$ cat src/rtl/cmn_stream_demux_n_pkg.sv
// Shared types for the stream demultiplexer and its per-lane 2-entry queue.
package cmn_stream_demux_n_pkg;

  // Occupancy of one lane queue; the encoding is the entry count.
  typedef enum logic [1:0] {
    Q_EMPTY = 2'd0,
    Q_ONE   = 2'd1,
    Q_FULL  = 2'd2
  } q_state_e;

endpackage

$ cat src/rtl/cmn_queue2_lane.sv
// Two-entry FIFO for one output lane. Output payload always comes from the head register,
// and enq_rdy depends only on the registered occupancy.
module cmn_queue2_lane
  import cmn_stream_demux_n_pkg::*;
#(
  parameter int p_nbits = 8
) (
  input  logic               clk,
  input  logic               reset_n,
  input  logic               enq_val,
  output logic               enq_rdy,
  input  logic [p_nbits-1:0] enq_msg,
  output logic               deq_val,
  input  logic               deq_rdy,
  output logic [p_nbits-1:0] deq_msg
);

  q_state_e           state, state_next;
  logic [p_nbits-1:0] head, tail;
  logic               head_from_enq, head_from_tail, tail_we;
  logic               enq_fire, deq_fire;

  assign enq_rdy  = (state != Q_FULL);
  assign deq_val  = (state != Q_EMPTY);
  assign deq_msg  = head;
  assign enq_fire = enq_val && enq_rdy;
  assign deq_fire = deq_val && deq_rdy;

  always_comb begin
    state_next     = state;
    head_from_enq  = 1'b0;
    head_from_tail = 1'b0;
    tail_we        = 1'b0;
    case (state)
      Q_EMPTY: begin
        if (enq_fire) begin
          head_from_enq = 1'b1;
          state_next    = Q_ONE;
        end
      end
      Q_ONE: begin
        // Simultaneous enq/deq replaces the head, keeping one entry.
        if (enq_fire && deq_fire) begin
          head_from_enq = 1'b1;
        end else if (enq_fire) begin
          tail_we    = 1'b1;
          state_next = Q_FULL;
        end else if (deq_fire) begin
          state_next = Q_EMPTY;
        end
      end
      Q_FULL: begin
        if (deq_fire) begin
          head_from_tail = 1'b1;
          state_next     = Q_ONE;
        end
      end
      default: state_next = Q_EMPTY;
    endcase
  end

  always_ff @(posedge clk or negedge reset_n) begin
    if (!reset_n) begin
      state <= Q_EMPTY;
      head  <= '0;
      tail  <= '0;
    end else begin
      state <= state_next;
      if (head_from_enq) begin
        head <= enq_msg;
      end else if (head_from_tail) begin
        head <= tail;
      end
      if (tail_we) begin
        tail <= enq_msg;
      end
    end
  end

endmodule

$ cat src/rtl/cmn_stream_demux_n.sv
// Steers one val/rdy input stream to p_noutputs buffered output lanes by istream_sel;
// out-of-range selects are consumed, flagged on drop_pulse and counted in drop_count.
module cmn_stream_demux_n
  import cmn_stream_demux_n_pkg::*;
#(
  parameter  int p_nbits    = 8,
  parameter  int p_noutputs = 4,
  parameter  int p_cntbits  = 8,
  localparam int c_selbits  = $clog2(p_noutputs)
) (
  input  logic                          clk,
  input  logic                          reset_n,
  input  logic                          istream_val,
  output logic                          istream_rdy,
  input  logic [p_nbits-1:0]            istream_msg,
  input  logic [c_selbits-1:0]          istream_sel,
  output logic [p_noutputs-1:0]         ostream_val,
  input  logic [p_noutputs-1:0]         ostream_rdy,
  output logic [p_noutputs*p_nbits-1:0] ostream_msg,
  output logic                          drop_pulse,
  output logic [p_cntbits-1:0]          drop_count
);

  // Handshake: a transfer happens on a posedge where val && rdy; a producer holding val
  // may not retract it, and rdy never depends combinationally on the same port's val.

  logic [p_noutputs-1:0] lane_enq_val, lane_enq_rdy, lane_deq_val;
  logic [p_nbits-1:0]    lane_deq_msg [p_noutputs];
  logic                  sel_ok, drop_fire;

  assign sel_ok    = ({1'b0, istream_sel} < (c_selbits+1)'(p_noutputs));
  assign drop_fire = istream_val && !sel_ok;

  // An unmatched select leaves istream_rdy high so the message is swallowed.
  always_comb begin
    lane_enq_val = '0;
    istream_rdy  = 1'b1;
    for (int i = 0; i < p_noutputs; i++) begin
      if (istream_sel == c_selbits'(i)) begin
        istream_rdy     = lane_enq_rdy[i];
        lane_enq_val[i] = istream_val;
      end
    end
  end

  always_ff @(posedge clk or negedge reset_n) begin
    if (!reset_n) begin
      drop_pulse <= 1'b0;
      drop_count <= '0;
    end else begin
      drop_pulse <= drop_fire;
      if (drop_fire && (drop_count != '1)) begin
        drop_count <= drop_count + 1'b1;
      end
    end
  end

  for (genvar g = 0; g < p_noutputs; g++) begin : g_lane
    cmn_queue2_lane #(
      .p_nbits (p_nbits)
    ) u_lane (
      .clk     (clk),
      .reset_n (reset_n),
      .enq_val (lane_enq_val[g]),
      .enq_rdy (lane_enq_rdy[g]),
      .enq_msg (istream_msg),
      .deq_val (lane_deq_val[g]),
      .deq_rdy (ostream_rdy[p_noutputs-1-g]),
      .deq_msg (lane_deq_msg[g])
    );

    // Lane 0 occupies the most significant bits of the packed outputs.
    assign ostream_val[p_noutputs-1-g]                     = lane_deq_val[g];
    assign ostream_msg[(p_noutputs-1-g)*p_nbits +: p_nbits] = lane_deq_msg[g];
  end

endmodule

$ cat config.mk
export PLATFORM = sky130hd
export DESIGN_NAME = cmn_stream_demux_n
export DESIGN_NICKNAME = d
export VERILOG_FILES = /design/src/rtl/cmn_stream_demux_n_pkg.sv /design/src/rtl/cmn_queue2_lane.sv /design/src/rtl/cmn_stream_demux_n.sv
export SDC_FILE = /design/constraint.sdc
export NUM_CORES = 1
export LEC_CHECK = 0
export CAP_MARGIN = 30
export CORE_MARGIN = 1.5
export CORE_UTILIZATION = 54
export CTS_BUF_LIST = sky130_fd_sc_hd__clkbuf_4 sky130_fd_sc_hd__clkbuf_8
export DETAILED_ROUTE_END_ITERATION = 7
export MAX_ROUTING_LAYER = met4
export PLACE_DENSITY = 0.82
export RECOVER_POWER = 50
export SLEW_MARGIN = 5
export SYNTH_ARGS = -nofsm -noshare
export SYNTH_HDL_FRONTEND = slang
export SYNTH_SLANG_ARGS = --single-unit
$ cat constraint.sdc
create_clock -name clk -period 1.94 [get_ports clk]
set_input_delay 0.485 -clock clk [delete_from_list [all_inputs] [get_ports clk]]
set_output_delay 0.485 -clock clk [all_outputs]
set_load 0.1 [all_outputs]
Yosys cells after proc, flatten, opt, wreduce, memory -nomap -nowiden
Cells that the tools add are included.
- mux-type cells: 68
- reduce and logical (&&, ||, !) cells: 29
- equal/unequal tests: 31
- operator list (kind ; number):
    8-bit two-way mux ; 8
    2-bit two-way mux ; 20
    1-bit two-way mux ; 32
    2-bit case mux with 3 select lines ; 4
    2-bit by 1-bit != test with 1-bit output, second input constant ; 8
    2-bit != test, second input constant ; 8
    4-bit AND reduction ; 4
    2-bit nonzero test ; 8
    2-bit == test, second input constant ; 6
    1-bit logical AND ; 12
    3-bit by 1-bit != test with 1-bit output, second input constant ; 4
    2-bit by 1-bit == test with 1-bit output, second input constant ; 5
    2-bit zero test ; 5
    1-bit case mux with 2 select lines ; 4
- output and inout port bits: 46
- word-level logic and storage cells: 140
- input port bits: 17
- flip-flop bits (word level): 72

Logic depth before layout (Yosys ltp)
Gate-level depths: netlist of the first run.
- word-level depth: 7
- gate-level depth with buffers: 5

Cells and area by module
Synthesis of the first run repeated with hierarchy kept, for this count alone.
- cells, all modules: 247
- area, all modules: 3507.1 um^2
- by module, submodules not included (module ; area each (um^2) ; seq. area each (um^2) ; cells an instance ; instances):
    cmn_queue2_lane ; 844.6 ; 450.4 ; 58 ; 4
    cmn_stream_demux_n ; 128.9 ; 0.0 ; 15 ; 1

Worst setup path before layout of the first run
Ideal clock, no wire load.
- path type: in2out
- start point: input port istream_sel[1]
- end point: output port istream_rdy
- cell stages on the path: 2
- path slack: -0.124 ns
- data arrival time: 1.579 ns
- buffers on the path: 1
- cell sequence: buf_6 > mux4_1
- longest elaborated chain between the ends: 5
- RTL lines (item ; RTL line ; source):
    start, declared ; cmn_stream_demux_n.sv:16 ; input logic [c_selbits-1:0] istream_sel,
    2-bit zero test ; cmn_stream_demux_n.sv:39 ; if (istream_sel == c_selbits'(i)) begin
    1-bit two-way mux (3 in a row) ; cmn_stream_demux_n.sv:39 ;
    1-bit two-way mux (*) ; cmn_stream_demux_n.sv:39 ;
    end, declared ; cmn_stream_demux_n.sv:14 ; output logic istream_rdy,
Every way passes the cells marked *; elsewhere a longest branch is shown, timed or not.

Worst setup path after layout of the first run
- start point: register g_lane[1].u_lane.state[0]
- end point: output port istream_rdy
- longest elaborated chain between the ends: 4
- RTL lines (item ; RTL line ; source):
    start, declared ; cmn_queue2_lane.sv:18 ; q_state_e state, state_next;
    start signal, assigned ; cmn_queue2_lane.sv:68 ; state <= state_next;
    2-bit != test ; cmn_queue2_lane.sv:23 ; assign enq_rdy = (state != Q_FULL);
    1-bit two-way mux (3 in a row) ; cmn_stream_demux_n.sv:39 ;
No other way between the ends.

==> results of run 1 <==
==> cell type report <==
cell class              count  area, um^2  share of cell area (%)
flip-flops and latches     72        1804                   39.85
repair buffers             84       900.9                   19.90
well taps                  75       93.84                   2.072
clock buffers              14       186.4                   4.117
inverters                   1       3.754                 0.08290
clock inverters             2       35.03                  0.7737
multi-input cells         153        1504                   33.21
==> cell usage in the layout, fill, tap and decap left out, types with 2 or more instances in the layout <==
cell type	Yosys	routed
nand2b_4	0	2
mux2_2	72	72
a21oi_1	2	2
dfrtp_1	72	70
mux2_4	8	8
o21bai_1	2	2
nand2b_1	7	5
buf_4	15	30
nand2_2	2	2
clkdlybuf4s50_1	0	12
clkbuf_8	0	13
nand3b_1	2	2
conb_1	1	9
dfrtp_2	0	2
or2_4	0	2
buf_12	0	22
nor2b_1	3	3
dlygate4sd2_1	0	2
clkbuf_2	0	15
clkbuf_4	0	2
o21ai_0	4	4
nand2_1	2	2
or2_2	4	2
a221o_1	8	8
and3_1	8	8
xnor2_1	3	3
nand3b_2	3	3
==> metal layers <==
metal	share of wire (%)	wire length, um	vias up
met3	3.9	318	17
met5	0	0	-
li1	-	-	1014
met4	1.9	159	0
met1	40	3287	1198
met2	54	4421	65
==> synthesized netlist by cell type <==
master and n:
nand2_1 2, nand2b_1 7, inv_1 1, conb_1 1, nand3b_1 2, or2_2 4, xnor2_1 3, mux2_4 8
nor3b_1 1, and3_1 8, and4bb_1 1, nand2_4 1, o21ai_2 1, nand3b_2 3, mux2_2 72, and4bb_2 1
nor2b_1 3, and3b_1 1, mux4_1 1, dfrtp_1 72, buf_6 4, o22ai_1 1, nor4b_4 1, nand2_2 2
a21oi_1 2, o21ai_0 4, and2_1 1, buf_4 15, mux2i_1 1, a21oi_4 1, clkbuf_1 2, and4b_1 1
a221o_1 8, o21bai_1 2, nand3_1 1
==> flip-flops by register name, indices dropped and copies added (netlist names) <==
signal / flops
g_lane.u_lane.deq_msg: 32
g_lane.u_lane.tail: 32
g_lane.u_lane.state: 8
==> cell families after synthesis <==
| group | after synthesis | share of synthesized area (%) |
|---|---|---|
| AOI/OAI and AO/OA | 19 | 4.562 |
| buffers and inverters | 22 | 4.927 |
| and+or+nand+nor | 40 | 8.868 |
| xor gates and xnor gates | 3 | 0.7666 |
| other | 1 | 0.1094 |
| DFF | 72 | 52.55 |
| muxes | 82 | 28.21 |
==> critical path, stage by stage, from the launching register on <==
cell and delay (ns):
dfrtp_1 0.41, nand2b_4 0.17, mux4_2 0.52, buf_12 0.19
==> stage by stage <==
step	area (um^2)	total power [uW]	hold WS (ns)	setup WS (ns)
floorplan	3455	4130	0.1894	0.09520
global placement	4464	5203	0.4818	-0.3182
detailed placement	4464	5285	0.4896	-0.3312
CTS	4737	6583	0.1692	-0.1383
global route	4528	6493	0.4995	-0.2248
finish	4528	6279	0.3991	-0.1764
==> what timing repair did <==
| item | CTS | global route |
|---|---|---|
| resized for setup | 6 | 3 |
| endpoints found under the setup margin | 1 | 2 |
| hold buffers | 0 | 0 |
| setup buffers | 5 | 3 |
==> worst min path at each step <==
stage                        startpoint                           to  slack [ns]  cells after the start
2_1_floorplan                   reset_n  g_lane[0].u_lane.deq_msg[0]        0.19                      0
3_3_place_gp   g_lane[2].u_lane.tail[0]     g_lane[2].u_lane.tail[0]        0.48                      1
3_5_place_dp   g_lane[2].u_lane.tail[7]     g_lane[2].u_lane.tail[7]        0.49                      1
4_1_cts                         reset_n     g_lane[2].u_lane.tail[2]        0.17                      2
5_1_grt                         reset_n     g_lane[3].u_lane.tail[2]        0.50                      2
6_report                        reset_n     g_lane[2].u_lane.tail[7]        0.40                      2
==> power by group <==
| group | switching [uW] | total [uW] | internal (uW) |
|---|---|---|---|
| sequential | 268 | 2140 | 1870 |
| clock | 527 | 1270 | 747 |
| combinational | 1890 | 2870 | 976 |
| total | 2680 | 6280 | 3600 |
==> flow_metrics.tcl, run 1 <==
set metrics [dict create \
    layoutNonFillerInstCount 401 \
    synth.distinct_cells 35 \
    slew_violations 0 \
    drtAntennaViolNets 0 \
    portBuffers 53 \
    antenna_cells 0 \
    crit_required_ns 1.45 \
    clockBufferDepth 2 \
    route.detailed.wl_per_inst_um 20.42 \
    antenna_found_initial 0 \
    cts.sinks 72 \
    die_area_um2 6836 \
    grt_pass1_vias 2437 \
    max_freq_mhz 472.5 \
    cts_tree "yes" \
    worstReg2RegStart "g_lane[3].u_lane.state[0]" \
    hold_path.class "primary input to async pin" \
    grt_busiest_layer "met2" \
    hpwl_mm 5.132 \
    num_rows 28 \
    groute.layer.met1.usage_pct 31.94 \
    routed_wl_mm 8.187 \
    startpoint_type "register" \
    drt_iter0_drc 163 \
    grt_setup_unrepaired "true" \
    grtUsageMet3_pct 4.835 \
    core_um2 6026 \
    p_leak_uw 0.002170 \
    syn-cell-area_um2 3428 \
    drtPass1Iterations 4 \
    htreeDepth 3 \
    die_width_um 82.68 \
    grt_max_degree 73 \
    fin_setup_tns_ns -0.1948 \
    final_nets 338 \
    post-route-util_pct 75.15 \
    drcViolationCount 0 \
    root_buffer "clkbuf_8" \
    relSlewSlack_pct 36.86 \
    synth.avg_cell_area_um2 14.34 \
    violations "negative setup slack" \
    globalRouteMet2Util_pct 46.18 \
    syn_to_final_growth_pct 32.08 \
    yosys_warnings 0 \
    via_count 2294 \
    gr-total-overflow 0 \
    r2r-end "g_lane[3].u_lane.deq_msg[5]" \
    fin_ws_ns -0.1764 \
    tightestPinTransition_ns 0.9472 \
    p_per_area_nw_per_um2 1387 \
    start_util_pct 56.89 \
    grt_pass1_wl_mm 12.74 \
    fill_cells 377 \
    worstPathMaxFanout 2 \
    dpl.cell_count 377 \
    ys_top_cells_by_area "dfrtp_1, mux2_2, mux2_4, buf_4, a221o_1" \
    hold_viol 0 \
    clk_latency_ns 0.35 \
    crit_end "istream_rdy" \
    final.min_clock_period_ns 2.116 \
    cap_viol_max_count 0 \
    finalSetupViolCount 2 \
    crit_path_end_kind "output pin" \
    ys_seq_elements 72 \
    reg2reg_slack_ns 0.20 \
    syn-instance-count 239 \
    ys_seq_area_share_pct 52.55 \
    drive_above_1_share_pct 56.75 \
    finalClockSkew_ns 0.009305 \
    clkTransAtPathRegs_ns 0.07 \
    num_io_pins 63 \
    peakVddDrop_mv 1.091 \
    criticalPathCategory "register to output pin" \
    fin_crit_sh_pct 109.1 \
    gp_congestion 0.7622 \
    dieHeight_um 82.68 \
    status "complete, but fails checks" \
    grtUsageTotal_pct 27.04 \
    yosysTopAreaCellShare_pct 52.55 \
    reg2reg_depth 5 \
    numCtsBuffers 9 \
    cp-startpoint "g_lane[1].u_lane.state[0]" \
    yosysTopAreaCell "dfrtp_1" \
    crit_arrival_ns 1.63 \
    avgViaCountPerCell 5.721 \
]
Note: power is estimated with default switching activity, not from simulation.
==> run 2: changes to the inputs <==
--- a/config.mk
+++ b/config.mk
@@ -11,2 +11,3 @@
 export CTS_BUF_LIST = sky130_fd_sc_hd__clkbuf_4 sky130_fd_sc_hd__clkbuf_8
+export CTS_CLUSTER_DIAMETER = 50
 export DETAILED_ROUTE_END_ITERATION = 7
==> constraint.sdc (replaced) <==
create_clock -name clk -period 1.94 [get_ports clk]
set_input_delay 0.388 -clock clk [delete_from_list [all_inputs] [get_ports clk]]
set_output_delay 0.388 -clock clk [all_outputs]
set_load 0.1 [all_outputs]
==> run 2 against run 1 <==
  * The flow finishes with violations (max-capacitance violations, max-slew violations, negative setup slack)
  * Clock power is 17% lower
  * Final cell count decreased by 0.75%
  * Sequential share of layout area grew 2.7 points
  * Highest routed layer unchanged
  * Combinational power fell by 10%
  * Sequential cell count did not move
  * Hold slack better by 0.10 ns
  * Sequential power fell by 4%
  * Critical endpoint unchanged
==> flow_metrics.tcl, run 2 (same netlist as run 1, synthesis figures left out) <==
set metrics [dict create \
    status "complete, but fails checks" \
    violations "max-capacitance violations, max-slew violations, negative setup slack" \
    slowest_stage "mux4_2" \
    hold_viol 0 \
    die_area_um2 6836 \
    total_power_uw 5691 \
    place_ws_ns -0.2148 \
    routed_wl_mm 6.966 \
    clockBufferDepth 2 \
    relSlewSlack_pct -6.339 \
    fin_ws_ns -0.04326 \
    layoutNonFillerInstCount 398 \
    crit_required_ns 1.55 \
    p_leak_uw 0.002062 \
    dpl.cell_count 374 \
    cts_tree "yes" \
    cp.depth 4 \
    grt_pass1_wl_mm 11.21 \
    finalClockSkew_ns 0.006400 \
    slew_violations 73 \
    holdPathStages 1 \
    reg2reg_depth 5 \
    via_count 2203 \
    path_buf_inv 2 \
    cts.sinks 72 \
    post-route-util_pct 70.31 \
    reg2reg_slack_ns 0.18 \
    drtAntennaViolNets 0 \
    num_rows 28 \
    cap_viol_max_count 1 \
    grt_pass1_vias 2223 \
    portBuffers 53 \
    num_io_pins 63 \
    tightestPinTransition_ns 1.595 \
    crit_end "istream_rdy" \
    dieHeight_um 82.68 \
    hpwl_mm 4.634 \
    clkTransAtPathRegs_ns 0.07 \
    antenna_found_initial 0 \
    crit_arrival_ns 1.60 \
    p_per_area_nw_per_um2 1343 \
    crit_path_end_kind "output pin" \
    grt_max_degree 73 \
    layout_common_cells "mux2_2, dfrtp_1, buf_4" \
    fill_cells 441 \
    final_nets 336 \
    fin_crit_sh_pct 102.2 \
    start_util_pct 56.89 \
    root_buffer "clkbuf_8" \
    htreeDepth 3 \
    mostFrequentLayoutCell "mux2_2" \
    path_cells "inv_2 -> nand2_2 -> mux4_2 -> buf_12" \
    grtUsageTotal_pct 23.77 \
    peakVddDrop_mv 0.8651 \
    route.detailed.wl_per_inst_um 17.50 \
    avgViaCountPerCell 5.535 \
    gr-total-overflow 0 \
    finalSetupViolCount 1 \
    die_width_um 82.68 \
    hold_path.class "register to register" \
    grt_setup_unrepaired "true" \
    numCtsBuffers 9 \
    final.min_clock_period_ns 1.983 \
    clk_latency_ns 0.34 \
    drtPass1Iterations 4 \
    antenna_cells 0 \
    r2r-end "g_lane[3].u_lane.deq_msg[0]" \
    drive_above_1_share_pct 56.04 \
    cp-startpoint "g_lane[3].u_lane.state[0]" \
    max_freq_mhz 504.2 \
    drcViolationCount 0 \
    criticalPathCategory "register to output pin" \
    gp_congestion 0.7846 \
    cp_top_family "multiplexers" \
    cp_slowest_stage_delay_ns 0.52 \
    syn_to_final_growth_pct 23.58 \
    cts.hold.buffers_added 0 \
    worstReg2RegStart "g_lane[3].u_lane.state[0]" \
    startpoint_type "register" \
    drt_iter0_drc 125 \
    core_um2 6026 \
    worstPathMaxFanout 2 \
]
-- run 2: cell count changes in the layout (fill, tap and decap cells not counted), sizes merged --
cell	previous run	this run
dlygate4sd2	2	1
bufinv	1	0
clkinv	1	4
buf	53	52
clkdlybuf4s50	12	13
clkbuf	30	26
-- run 2: area by class of cell --
class	instances	area [um^2]	share of cell area, %
clock buffers	11	151.4	3.574
inverters	1	3.754	0.08860
multi-input cells	153	1494	35.26
clock inverters	4	20.02	0.4725
flip-flops and latches	72	1803	42.56
well taps	75	93.84	2.215
repair buffers	82	670.6	15.83
-- run 2: power by group --
part	leakage, uW	internal, uW	switching [uW]
clock network	0.0000947	518	532
registers	0.000906	1870	192
logic	0.00106	729	1850
total	0.00206	3120	2570
-- run 2: worst reg2reg max path, delay by kind of cell (launching register included) --
| kind | cells | cell delay, ns |
|---|---|---|
| muxes | 2 | 0.61 |
| DFF | 1 | 0.41 |
| and+or+nand+nor | 1 | 0.35 |
| buffers and inverters | 2 | 0.28 |
-- run 2: worst min path at each step --
stage	startpoint	endpoint	slack, ns
floorplan	reset_n	g_lane[0].u_lane.deq_msg[0]	0.09
global placement	reset_n	g_lane[2].u_lane.deq_msg[1]	0.44
detailed placement	reset_n	g_lane[2].u_lane.deq_msg[1]	0.44
CTS	reset_n	g_lane[3].u_lane.tail[6]	0.07
global route	g_lane[0].u_lane.tail[6]	g_lane[0].u_lane.tail[6]	0.51
finish	g_lane[0].u_lane.tail[1]	g_lane[0].u_lane.tail[1]	0.50
-- run 2: through the flow --
stage	hold slack (ns)	setup TNS, ns	instance area, um^2
floorplan	0.09241	0	3458
global placement	0.4430	-5.557	4045
detailed placement	0.4443	-6.561	4045
CTS	0.07189	-0.02277	4290
global route	0.5135	-0.8813	4237
finish	0.5032	-0.04326	4237
-- run 2: metal layers --
layer  vias to the layer above  routed length, um  GRT usage (%)
met1                      1116               2974          30.27
li1                       1008                  -              -
met5                         -                  0              -
met2                        63               3569          36.91
met4                         0                159          9.667
met3                        16                263          5.385
-- run 2: timing repair --
action | in CTS | in global routing
setup endpoints to repair | 1 | 1
endpoints found under the hold margin | 0 | 0
pin swaps | 1 | 0
setup buffers | 7 | 2
gates resized for setup | 8 | 0
